`config.mk`:
```
export PLATFORM = sky130hd
export DESIGN_NAME = team_06_lcd_writer
export DESIGN_NICKNAME = d
export VERILOG_FILES = /design/src/rtl/team_06_lcd_pkg.sv /design/src/rtl/team_06_lcd_byte_tx.sv /design/src/rtl/team_06_lcd_writer.sv
export SDC_FILE = /design/constraint.sdc
export NUM_CORES = 1
export LEC_CHECK = 0
export BUFFER_PORTS_ARGS = -buffer_cell sky130_fd_sc_hd__buf_2
export CAP_MARGIN = 20
export CORE_ASPECT_RATIO = 1.75
export CORE_MARGIN = 2
export CORE_UTILIZATION = 40
export CTS_CLUSTER_DIAMETER = 200
export CTS_CLUSTER_SIZE = 40
export DETAILED_ROUTE_END_ITERATION = 10
export PLACE_DENSITY = 0.67
export REMOVE_ABC_BUFFERS = 1
export SLEW_MARGIN = 15
export SYNTH_ARGS = -nofsm -noshare
export SYNTH_HDL_FRONTEND = slang
export SYNTH_HIERARCHICAL = 1
export SYNTH_SLANG_ARGS = --single-unit
```
`constraint.sdc`:
```
create_clock -name clk -period 3.4 [get_ports clk]
set_input_delay 0.17 -clock clk [delete_from_list [all_inputs] [get_ports clk]]
set_output_delay 0.17 -clock clk [all_outputs]
set_load 0.1 [all_outputs]
```
`src/rtl/team_06_lcd_pkg.sv`:
```
// Shared definitions for the HD44780 line writer.
//   state_e    : top-level refresh FSM states
//   tx_phase_e : byte transmitter phases
//   CMD_*      : HD44780 command bytes used by init and line addressing
//   row_char() : pick character k (0 = leftmost) out of a 128-bit row
//   init_cmd() : k-th byte of the power-on init sequence
package team_06_lcd_pkg;

  typedef enum logic [2:0] {
    PWRUP, INIT, IDLE, SNAP, ADDR1, ROW1, ADDR2, ROW2
  } state_e;

  typedef enum logic [1:0] {
    TX_IDLE, TX_SETUP, TX_EN, TX_WAIT
  } tx_phase_e;

  localparam logic [7:0] CMD_FUNC  = 8'h38;  // 8-bit bus, 2 lines, 5x8 font
  localparam logic [7:0] CMD_DISP  = 8'h0C;  // display on, cursor off
  localparam logic [7:0] CMD_ENTRY = 8'h06;  // increment, no shift
  localparam logic [7:0] CMD_CLR   = 8'h01;  // clear display (slow)
  localparam logic [7:0] CMD_L1    = 8'h80;  // DDRAM address 0x00
  localparam logic [7:0] CMD_L2    = 8'hC0;  // DDRAM address 0x40
  localparam logic [7:0] CHR_SPACE = 8'h20;

  // Character k sits in bits [127-8k -: 8].
  function automatic logic [7:0] row_char(input logic [127:0] row, input logic [3:0] k);
    logic [6:0] base;
    base = 7'd127 - {k, 3'b000};
    return row[base -: 8];
  endfunction

  function automatic logic [7:0] init_cmd(input logic [1:0] k);
    logic [7:0] c;
    unique case (k)
      2'd0:    c = CMD_FUNC;
      2'd1:    c = CMD_DISP;
      2'd2:    c = CMD_ENTRY;
      default: c = CMD_CLR;
    endcase
    return c;
  endfunction

endpackage

```
`src/rtl/team_06_lcd_byte_tx.sv`:
```
// One HD44780 byte write: 1 setup cycle (en=0), EN_CYC cycles en=1, then
// DELAY_CYC (or CLR_CYC when long_wait) cycles en=0. rs/data are registered
// at start and stay stable through the whole transfer.
// Ports:
//   clk, nrst        : clock, async active-low reset
//   start            : accept rs/byte_in/long_wait (only honoured when ready)
//   rs, byte_in      : register select and byte to write
//   long_wait        : use CLR_CYC instead of DELAY_CYC for the post-strobe wait
//   ready            : a new start may be issued this cycle
//   lcd_rs/en/data   : registered pins
module team_06_lcd_byte_tx
  import team_06_lcd_pkg::*;
#(
  parameter int unsigned EN_CYC    = 10,
  parameter int unsigned DELAY_CYC = 500,
  parameter int unsigned CLR_CYC   = 20000
) (
  input  logic       clk,
  input  logic       nrst,
  input  logic       start,
  input  logic       rs,
  input  logic [7:0] byte_in,
  input  logic       long_wait,
  output logic       ready,
  output logic       lcd_rs,
  output logic       lcd_en,
  output logic [7:0] lcd_data
);

  localparam int unsigned MAX_A   = (EN_CYC > DELAY_CYC) ? EN_CYC : DELAY_CYC;
  localparam int unsigned MAX_CYC = (MAX_A > CLR_CYC) ? MAX_A : CLR_CYC;
  localparam int unsigned CNT_W   = (MAX_CYC > 1) ? $clog2(MAX_CYC) : 1;

  localparam logic [CNT_W-1:0] EN_LAST  = CNT_W'(EN_CYC - 1);
  localparam logic [CNT_W-1:0] DLY_LAST = CNT_W'(DELAY_CYC - 1);
  localparam logic [CNT_W-1:0] CLR_LAST = CNT_W'(CLR_CYC - 1);

  tx_phase_e        phase_q, phase_d;
  logic [CNT_W-1:0] cnt_q, cnt_d;
  logic             rs_q, rs_d;
  logic             en_q, en_d;
  logic             long_q, long_d;
  logic [7:0]       data_q, data_d;
  logic             wait_last;

  assign wait_last = (phase_q == TX_WAIT) && (cnt_q == (long_q ? CLR_LAST : DLY_LAST));
  // Ready during the final wait cycle too, so the next byte's setup cycle
  // directly follows and a byte costs exactly 1+EN_CYC+wait cycles.
  assign ready = (phase_q == TX_IDLE) || wait_last;

  always_comb begin
    phase_d = phase_q;
    cnt_d   = cnt_q;
    rs_d    = rs_q;
    data_d  = data_q;
    long_d  = long_q;
    unique case (phase_q)
      TX_SETUP: begin
        phase_d = TX_EN;
        cnt_d   = '0;
      end
      TX_EN: begin
        if (cnt_q == EN_LAST) begin
          phase_d = TX_WAIT;
          cnt_d   = '0;
        end else begin
          cnt_d = cnt_q + 1'b1;
        end
      end
      TX_WAIT: begin
        if (wait_last) phase_d = TX_IDLE;
        else           cnt_d   = cnt_q + 1'b1;
      end
      default: ;
    endcase
    if (start && ready) begin
      phase_d = TX_SETUP;
      cnt_d   = '0;
      rs_d    = rs;
      data_d  = byte_in;
      long_d  = long_wait;
    end
    en_d = (phase_d == TX_EN);
  end

  always_ff @(posedge clk or negedge nrst) begin
    if (!nrst) begin
      phase_q <= TX_IDLE;
      cnt_q   <= '0;
      rs_q    <= 1'b0;
      en_q    <= 1'b0;
      long_q  <= 1'b0;
      data_q  <= 8'h00;
    end else begin
      phase_q <= phase_d;
      cnt_q   <= cnt_d;
      rs_q    <= rs_d;
      en_q    <= en_d;
      long_q  <= long_d;
      data_q  <= data_d;
    end
  end

  assign lcd_rs   = rs_q;
  assign lcd_en   = en_q;
  assign lcd_data = data_q;

endmodule

```
`src/rtl/team_06_lcd_writer.sv`:
```
// Two-line 16x2 HD44780 writer: power-up wait, init sequence, then on request
// snapshots row_1/row_2 and writes 0x80, 16 chars, 0xC0, 16 chars.
// Optional feature macro: LCD_AUTO_REFRESH_EN -- IDLE also starts a refresh
// whenever row_1/row_2 differ from the last snapshot.
// Ports:
//   clk, nrst      : clock, async active-low reset
//   row_1, row_2   : line text, char k in bits [127-8k -: 8]
//   update         : one-cycle refresh request (merged into a pending flag when busy)
//   busy           : FSM not in IDLE
//   done           : one-cycle pulse at end of a refresh
//   lcd_rs/rw/en/data : HD44780 bus (rw tied low)
module team_06_lcd_writer
  import team_06_lcd_pkg::*;
#(
  parameter int unsigned POWERUP_CYC = 150000,
  parameter int unsigned EN_CYC      = 10,
  parameter int unsigned DELAY_CYC   = 500,
  parameter int unsigned CLR_CYC     = 20000
) (
  input  logic         clk,
  input  logic         nrst,
  input  logic [127:0] row_1,
  input  logic [127:0] row_2,
  input  logic         update,
  output logic         busy,
  output logic         done,
  output logic         lcd_rs,
  output logic         lcd_rw,
  output logic         lcd_en,
  output logic [7:0]   lcd_data
);

  localparam int unsigned PWR_W = (POWERUP_CYC > 1) ? $clog2(POWERUP_CYC) : 1;
  localparam logic [PWR_W-1:0] PWR_LAST = PWR_W'(POWERUP_CYC - 1);

  state_e           state_q, state_d;
  logic [PWR_W-1:0] pwr_cnt_q, pwr_cnt_d;
  logic [3:0]       idx_q, idx_d;
  logic             pend_q, pend_d;
  logic [127:0]     snap1_q, snap1_d, snap2_q, snap2_d;
  logic             busy_q, busy_d;
  logic             done_q, done_d;

  logic             tx_start, tx_rs, tx_long, tx_ready;
  logic [7:0]       tx_byte;
  logic             auto_go;

`ifdef LCD_AUTO_REFRESH_EN
  assign auto_go = (row_1 != snap1_q) || (row_2 != snap2_q);
`else
  assign auto_go = 1'b0;
`endif

  // Each state is entered in the same cycle its byte is handed to the
  // transmitter, so successive bytes run back to back.
  always_comb begin
    state_d   = state_q;
    pwr_cnt_d = pwr_cnt_q;
    idx_d     = idx_q;
    snap1_d   = snap1_q;
    snap2_d   = snap2_q;
    done_d    = 1'b0;
    tx_start  = 1'b0;
    tx_rs     = 1'b0;
    tx_byte   = 8'h00;
    unique case (state_q)
      PWRUP: begin
        if (pwr_cnt_q == PWR_LAST) begin
          if (tx_ready) begin
            tx_start = 1'b1;
            tx_byte  = CMD_FUNC;
            idx_d    = '0;
            state_d  = INIT;
          end
        end else begin
          pwr_cnt_d = pwr_cnt_q + 1'b1;
        end
      end
      INIT: begin
        if (tx_ready) begin
          if (idx_q == 4'd3) begin
            state_d = IDLE;
          end else begin
            tx_start = 1'b1;
            tx_byte  = init_cmd(idx_q[1:0] + 2'd1);
            idx_d    = idx_q + 4'd1;
          end
        end
      end
      IDLE: begin
        if (update || pend_q || auto_go) state_d = SNAP;
      end
      SNAP: begin
        if (tx_ready) begin
          snap1_d  = row_1;
          snap2_d  = row_2;
          tx_start = 1'b1;
          tx_byte  = CMD_L1;
          state_d  = ADDR1;
        end
      end
      ADDR1: begin
        if (tx_ready) begin
          tx_start = 1'b1;
          tx_rs    = 1'b1;
          tx_byte  = row_char(snap1_q, 4'd0);
          idx_d    = '0;
          state_d  = ROW1;
        end
      end
      ROW1: begin
        if (tx_ready) begin
          tx_start = 1'b1;
          if (idx_q == 4'd15) begin
            tx_byte = CMD_L2;
            state_d = ADDR2;
          end else begin
            tx_rs   = 1'b1;
            tx_byte = row_char(snap1_q, idx_q + 4'd1);
            idx_d   = idx_q + 4'd1;
          end
        end
      end
      ADDR2: begin
        if (tx_ready) begin
          tx_start = 1'b1;
          tx_rs    = 1'b1;
          tx_byte  = row_char(snap2_q, 4'd0);
          idx_d    = '0;
          state_d  = ROW2;
        end
      end
      ROW2: begin
        if (tx_ready) begin
          if (idx_q == 4'd15) begin
            // last char's wait ends this cycle
            done_d  = 1'b1;
            state_d = IDLE;
          end else begin
            tx_start = 1'b1;
            tx_rs    = 1'b1;
            tx_byte  = row_char(snap2_q, idx_q + 4'd1);
            idx_d    = idx_q + 4'd1;
          end
        end
      end
      default: state_d = PWRUP;
    endcase

    // Requests seen while busy collapse into one; cleared as SNAP is entered.
    if (state_q == IDLE && state_d == SNAP) pend_d = 1'b0;
    else if (update && state_q != IDLE)     pend_d = 1'b1;
    else                                    pend_d = pend_q;

    busy_d = (state_d != IDLE);
  end

  assign tx_long = !tx_rs && (tx_byte == CMD_CLR);

  always_ff @(posedge clk or negedge nrst) begin
    if (!nrst) begin
      state_q   <= PWRUP;
      pwr_cnt_q <= '0;
      idx_q     <= '0;
      pend_q    <= 1'b0;
      snap1_q   <= {16{CHR_SPACE}};
      snap2_q   <= {16{CHR_SPACE}};
      busy_q    <= 1'b1;
      done_q    <= 1'b0;
    end else begin
      state_q   <= state_d;
      pwr_cnt_q <= pwr_cnt_d;
      idx_q     <= idx_d;
      pend_q    <= pend_d;
      snap1_q   <= snap1_d;
      snap2_q   <= snap2_d;
      busy_q    <= busy_d;
      done_q    <= done_d;
    end
  end

  team_06_lcd_byte_tx #(
    .EN_CYC   (EN_CYC),
    .DELAY_CYC(DELAY_CYC),
    .CLR_CYC  (CLR_CYC)
  ) u_tx (
    .clk      (clk),
    .nrst     (nrst),
    .start    (tx_start),
    .rs       (tx_rs),
    .byte_in  (tx_byte),
    .long_wait(tx_long),
    .ready    (tx_ready),
    .lcd_rs   (lcd_rs),
    .lcd_en   (lcd_en),
    .lcd_data (lcd_data)
  );

  assign busy   = busy_q;
  assign done   = done_q;
  assign lcd_rw = 1'b0;

endmodule

```
Word level (Yosys, flattened, before mapping)
Cells that the tools add are included.
{"block": "totals", "ff_bits": 312, "input_bits": 259, "out_inout_bits": 13, "word_cells": 126}
{"block": "op_classes", "n_addsub": 5, "n_eq_ne": 28, "n_shift": 2, "muxes": 55, "bitwise": 1, "n_reduce_logical": 21}
{"op": "135-bit by 8-bit indexed part select with 8-bit output", "count": 2}
{"op": "15-bit 2-to-1 mux", "count": 4}
{"op": "8-bit 2-to-1 mux", "count": 7}
{"op": "8-bit case mux with 7 select lines", "count": 1}
{"op": "15-bit case mux with 3 select lines", "count": 1}
{"op": "3-bit 2-to-1 mux", "count": 12}
{"op": "4-bit 2-to-1 mux", "count": 6}
{"op": "6-bit 2-to-1 mux", "count": 4}
{"op": "3-bit case mux with 8 select lines", "count": 1}
{"op": "18-bit by 1-bit adder with 18-bit output (second input constant)", "count": 1}
{"op": "18-bit == test (second input constant)", "count": 1}
{"op": "6-bit case mux with 3 select lines", "count": 1}
{"op": "4-bit case mux with 4 select lines", "count": 1}
{"op": "15-bit by 1-bit adder with 15-bit output (second input constant)", "count": 1}
{"op": "15-bit == test", "count": 1}
{"op": "15-bit by 4-bit == test with 1-bit output (second input constant)", "count": 1}
{"op": "3-bit == test (second input constant)", "count": 4}
{"op": "1-bit 2-to-1 mux", "count": 11}
{"op": "3-bit by 2-bit == test with 1-bit output (second input constant)", "count": 3}
{"op": "2-bit == test (second input constant)", "count": 4}
{"op": "8-bit by 1-bit == test with 1-bit output (second input constant)", "count": 1}
{"op": "4-bit nonzero test", "count": 2}
{"op": "7-bit subtractor (first input constant)", "count": 1}
{"op": "2-bit 2-to-1 mux", "count": 3}
{"op": "24 further kinds", "count": 38}

Longest topological paths before layout
{"block": "logic_depth", "ltp_word": 10, "depth_mapped": 16, "mapped_depth_nobuf": 13}

Cells and area by module
Netlist, hierarchy kept.
{"mod": "team_06_lcd_writer", "instances": 1, "cells_per_inst": 921, "area_each_um2": 13375.3, "seq_area_each_um2": 7148.1}
{"mod": "team_06_lcd_byte_tx", "instances": 1, "cells_per_inst": 137, "area_each_um2": 1575.3, "seq_area_each_um2": 700.7}

Least setup slack after synthesis
Ideal clock, no wire load.
{"block": "synth_timing", "path_kind": "register -> register", "startpoint": "register idx_q[0]", "endpoint": "register u_tx.data_q[2], in the netlist u_tx/lcd_data[2]", "setup_ns": 0.126, "arrival_ns": 3.492, "required_ns": 3.274, "path_slack_ns": -0.219, "path_stages_with_launch": 15, "n_path_buf": 7, "period_less_slack_ns": 3.619, "cell_sequence": "dfrtp_1 buf_6 buf_4 buf_4 buf_2 inv_1 ha_1 buf_2 buf_2 buf_1 mux4_2 mux2i_1 o22ai_1 or2_2 mux2_4"}
{"block": "synth_via", "elab_chain_cells": 6, "word_cells_on_any_way": 24, "cone_classes": "add/sub: 3; eq/ne: 4; shift: 2; mux: 13; reduce/logical: 2"}
{"item": "from (decl)", "line_no": "team_06_lcd_writer.sv:38", "rtl": "logic [3:0] idx_q, idx_d;"}
{"item": "from (signal assigned)", "line_no": "team_06_lcd_writer.sv:173", "rtl": "idx_q <= idx_d;"}
{"item": "4-bit by 1-bit adder with 4-bit output or 2-bit by 1-bit adder with 2-bit output (tied branches)", "line_no": "team_06_lcd_writer.sv:119, team_06_lcd_writer.sv:142, team_06_lcd_writer.sv:85"}
{"item": "7-bit subtractor, or another cell as far along", "line_no": "team_06_lcd_pkg.sv:28", "rtl": "base = 7'd127 - {k, 3'b000};"}
{"item": "135-bit by 8-bit indexed part select with 8-bit output or 6-bit case mux with 3 select lines (tied branches)", "line_no": "team_06_lcd_pkg.sv:29, team_06_lcd_pkg.sv:34"}
{"item": "8-bit 2-to-1 mux, or another cell as far along", "line_no": "team_06_lcd_writer.sv:135", "rtl": "if (idx_q == 4'd15) begin"}
{"item": "8-bit 2-to-1 mux, or another cell as far along", "line_no": "team_06_lcd_writer.sv:134", "rtl": "if (tx_ready) begin"}
{"item": "8-bit case mux with 7 select lines (*)", "line_no": "team_06_lcd_writer.sv:66", "rtl": "unique case (state_q)"}
{"item": "named net tx_byte[2]", "line_no": "team_06_lcd_writer.sv:45", "rtl": "logic [7:0] tx_byte;"}
{"item": "to (signal assigned)", "line_no": "team_06_lcd_byte_tx.sv:100", "rtl": "data_q <= data_d;"}
{"item": "to (decl)", "line_no": "team_06_lcd_byte_tx.sv:43", "rtl": "logic [7:0] data_q, data_d;"}
The timed path passes the listed nets; every way through them passes the cells marked *.
A chain may end at the register's enable or synchronous reset.

Worst setup path in the final report
{"block": "layout_timing", "startpoint": "register u_tx.cnt_q[6]", "endpoint": "register u_tx.long_q"}
{"block": "layout_via", "elab_chain_cells": 8, "word_cells_on_any_way": 22, "cone_classes": "eq/ne: 2; mux: 15; reduce/logical: 5"}
{"item": "from (decl)", "line_no": "team_06_lcd_byte_tx.sv:39", "rtl": "logic [CNT_W-1:0] cnt_q, cnt_d;"}
{"item": "from (signal assigned)", "line_no": "team_06_lcd_byte_tx.sv:96", "rtl": "cnt_q <= cnt_d;"}
{"item": "15-bit == test (*)", "line_no": "team_06_lcd_byte_tx.sv:46", "rtl": "assign wait_last = (phase_q == TX_WAIT) && (cnt_q == (long_q ? CLR_LAST : DLY_LAST));"}
{"item": "1-bit logical AND (*)", "line_no": "team_06_lcd_byte_tx.sv:46"}
{"item": "1-bit logical OR (*)", "line_no": "team_06_lcd_byte_tx.sv:49", "rtl": "assign ready = (phase_q == TX_IDLE) || wait_last;"}
{"item": "named net tx_ready", "line_no": "team_06_lcd_writer.sv:44", "rtl": "logic tx_start, tx_rs, tx_long, tx_ready;"}
{"item": "6-bit 2-to-1 mux", "line_no": "team_06_lcd_writer.sv:69", "rtl": "if (tx_ready) begin"}
{"item": "6-bit 2-to-1 mux", "line_no": "team_06_lcd_writer.sv:68", "rtl": "if (pwr_cnt_q == PWR_LAST) begin"}
{"item": "8-bit case mux with 7 select lines (*)", "line_no": "team_06_lcd_writer.sv:66"}
{"item": "named net tx_byte[3]", "line_no": "team_06_lcd_writer.sv:45"}
{"item": "8-bit by 1-bit == test with 1-bit output (*)", "line_no": "team_06_lcd_writer.sv:158", "rtl": "assign tx_long = !tx_rs && (tx_byte == CMD_CLR);"}
{"item": "1-bit logical AND (*)", "line_no": "team_06_lcd_writer.sv:158"}
{"item": "named net tx_long", "line_no": "team_06_lcd_writer.sv:44"}
{"item": "to (signal assigned)", "line_no": "team_06_lcd_byte_tx.sv:99", "rtl": "long_q <= long_d;"}
{"item": "to (decl)", "line_no": "team_06_lcd_byte_tx.sv:42", "rtl": "logic long_q, long_d;"}
Marks and branches as above.

==> results.py <==
metrics = {
    "worst_setup_path": {
        "timing_worst_setup_path_type": "reg -> reg",
        "startpoint_type": "flop",
        "crit_required_ns": 3.82,
        "endpoint_kind": "flop",
        "critical_path_arrival_ns": 3.64,
        "cp_max_fo": 6,
    },
    "grt": {
        "met1_usage_pct": 24.8,
        "grt_busiest_layer": "met2",
        "grt_max_degree": 192,
        "grt-ovfl-total": 0,
        "grt.met3_usage_pct": 2.14,
        "grt_first_pass_wirelength_um": 66500,
        "track_usage_pct": 21.9,
        "antenna_found_initial": 17,
        "use_met2_pct": 40.7,
        "grt_pass1_vias": 12100,
    },
    "floorplan": {
        "die_y_um": 260,
        "fp.dieW_um": 150,
        "dieArea_sq_um": 39000,
        "start_util_pct": 40.5,
        "rows": 93,
        "core_area_sq_um": 36900,
        "ios": 272,
    },
    "finish": {
        "fillers": 3008,
        "layout_commonest_cell": "dfrtp_1",
        "final_nets": 1844,
        "syn2layout_area_growth_pct": 33.8,
        "fin_cells": 2078,
        "fin_util_pct": 54.2,
        "drive_gt1_share_pct": 44.8,
        "final-seq-area_sq_um": 7850,
        "layout_common_cells": "dfrtp_1, buf_2, mux2_2, dlygate4sd3_1, nand2_1",
        "multi_input_area_sq_um": 6820,
    },
    "placed_design": {
        "dpl.cell_count": 1781,
        "hpwlAfterDp_um": 29400,
        "pre_cts_slack_ns": 0.108,
        "portBuffers": 270,
        "gp_congestion": 0.917,
    },
    "synth": {
        "netlist_area_sq_um": 15000,
        "async_flop_share_pct": 100,
        "synth-edff-count": 0,
        "yosys_warnings": 6,
        "ys_seq_elements": 312,
        "synth-seq-area-share_pct": 52.5,
        "avgSynthCellArea_sq_um": 14.1,
        "ys_types": 74,
        "syn_inst": 1058,
        "synth_ff_type": "dfrtp_1",
    },
    "timing": {
        "period_share_pct": 94.9,
        "finalSetupViolCount": 0,
        "rsz0062_at_grt": "false",
        "layout_min_cycle_time_ns": 3.23,
        "fin_setup_tns_ns": 0,
        "drv_slew": 0,
        "setup_slack_ns": 0.172,
        "clock_skew_ns": 0.0196,
        "hold_slack_ns": 0.241,
        "fmax_ghz": 0.310,
        "finalHoldViolations": 0,
        "tightest_slew_ns": 1.18,
        "slew_headroom_pct": 21.3,
    },
    "power": {
        "powerDensity_nw_per_um2": 323,
        "pwr-share-clk_pct": 27.1,
        "power.internal_uw": 4980,
        "switchingPower_uw": 1470,
        "max-vdd-ir-drop_uv": 420,
        "p_leak_uw": 0.00866,
        "swShare_pct": 22.8,
        "p_seq_share_pct": 61.5,
        "p_comb_share_pct": 11.5,
    },
    "drt": {
        "drc": 0,
        "drtAntennaViolNets": 0,
        "wl_per_cell_um": 20.8,
        "wl_um": 43300,
        "first_iter_violations": 548,
        "num_vias": 11100,
        "drtPass1Iterations": 5,
        "vias_per_cell": 5.32,
    },
    "clock_tree": {
        "cts_buffers": 11,
        "clk_pin_slew_ns": 0.15,
        "numClockSinks": 312,
        "htree_levels": 1,
        "cts_tree": "done",
        "cts-root-buf": "clkbuf_16",
        "insertion_delay_ns": 0.51,
        "clk_path_buf_depth": 3,
    },
    "hold_path": {
        "hold_path_class": "in -> async",
    },
    "flow_run": {
        "max_cap_violations": 0,
    },
    "run_status": {
        "run_status": "complete, no violations",
    },
}
-- routing by layer --
metal | up-vias | wire length (um)
li1 | 4970 | -
met1 | 5661 | 15700
met2 | 312 | 24100
met3 | 117 | 1330
met4 | 0 | 2120
met5 | - | 0
-- power by group through the flow --
| stage | logic (uW) | registers [uW] | clock network [uW] |
|---|---|---|---|
| 3_5_place_dp | 495 | 4030 | 0 |
| 4_1_cts | 743 | 3960 | 1820 |
| 2_1_floorplan | 219 | 4000 | 0 |
| 3_3_place_gp | 481 | 4020 | 0 |
| 6_report | 742 | 3970 | 1750 |
| 5_1_grt | 801 | 3990 | 1930 |
-- critical path, cell delays in order, from the launching register on --
cell,delay [ns]
dfrtp_1,0.40
or4b_1,0.58
o21ai_2,0.22
o2111ai_2,0.17
a21oi_2,0.25
nand4b_1,0.23
nor2_1,0.20
buf_4,0.18
nand2_1,0.09
o22a_1,0.24
nand4_1,0.11
nor2_1,0.05
and3_1,0.16
mux2_4,0.25
-- kinds of logic (layout without fill, tap and decap cells) --
family | count (synthesis) | in the layout | synth area share, %
simple gates | 204 | 204 | 7.31
compound gates | 80 | 80 | 4.32
other cells | 1 | 22 | 0.0251
xor+xnor | 25 | 25 | 1.57
mux | 353 | 353 | 31.2
flops | 312 | 312 | 52.5
fa+ha+maj | 7 | 7 | 0.586
buf+inv | 76 | 600 | 2.48
-- state kept, by name, summed over array words and instances (netlist names) --
signal	count
snap1_q	128
u_tx/long_q	1
u_tx/cnt_q	15
u_tx/lcd_rs	1
pend_q	1
u_tx/lcd_data	8
idx_q	4
busy	1
u_tx/lcd_en	1
done	1
u_tx/phase_q	2
pwr_cnt_q	18
snap2_q	128
state_q	3
-- Yosys cell counts, types with 4 or more instances --
master	n	area share (%)
a2111oi_0	5	0.29
mux2_2	260	20
nor3_1	15	0.50
buf_2	13	0.44
buf_6	5	0.38
mux4_2	58	8.7
buf_1	4	0.10
a31oi_1	6	0.25
nor2_1	21	0.53
o211ai_1	5	0.25
nor2b_1	10	0.42
a211o_1	4	0.23
a21oi_1	7	0.23
xor2_1	9	0.53
ha_1	7	0.59
or2_2	5	0.21
dfstp_2	33	5.8
mux2i_1	23	1.5
o21ai_0	10	0.33
nand2_1	61	1.5
inv_1	12	0.30
and3_1	11	0.46
dfrtp_1	279	47
clkbuf_1	37	0.93
nand4b_1	4	0.23
mux2_4	10	1.0
a211oi_1	4	0.20
nand2b_1	6	0.25
a22o_1	4	0.23
and4_1	5	0.29
and2_1	5	0.21
nand4_1	13	0.54
xnor2_1	14	0.82
buf_4	4	0.20
nand3_1	26	0.87
a221o_1	6	0.40
a21o_1	4	0.20
nor4_1	4	0.17
-- final timing paths --
check | slack (ns) | from | endpoint | cells after the start
worst max-delay path | 0.17 | u_tx/cnt_q[6] | u_tx/long_q | 13
worst min-delay path | 0.24 | nrst | snap2_q[14] | 2
worst max register to register | 0.17 | u_tx/cnt_q[6] | u_tx/long_q | 13
worst min register to register | 0.50 | pwr_cnt_q[17] | pwr_cnt_q[17] | 1
max in group asynchronous | 2.11 | nrst | snap2_q[42] | 3
min in group clk | 0.42 | row_1[92] | snap1_q[92] | 3
-- final cells by class --
cell class	count	area share [%]
Antenna cell	21	0.263
Clock buffer	16	1.47
Clock inverter	1	0.0438
Inverter	12	0.225
Multi-Input combinational cell	670	34.1
Sequential cell	312	39.2
Tap cell	475	2.97
Timing Repair Buffer	571	21.7
-- what timing repair did --
item | 4_1_cts | 5_1_grt
endpoints found under the setup margin | 0 | 1
buffers inserted | 0 | 1
endpoints found under the hold margin | 335 | 0
gates resized for setup | 0 | 3
hold buffers | 258 | 0
-- through the flow --
stage | power [uW] | cell area, sq um
finish | 6460 | 20000
global route | 6720 | 20000
CTS | 6530 | 19900
detailed placement | 4520 | 17000
global placement | 4500 | 17000
floorplan | 4220 | 14600
Note: power is estimated with default switching activity, not from simulation.
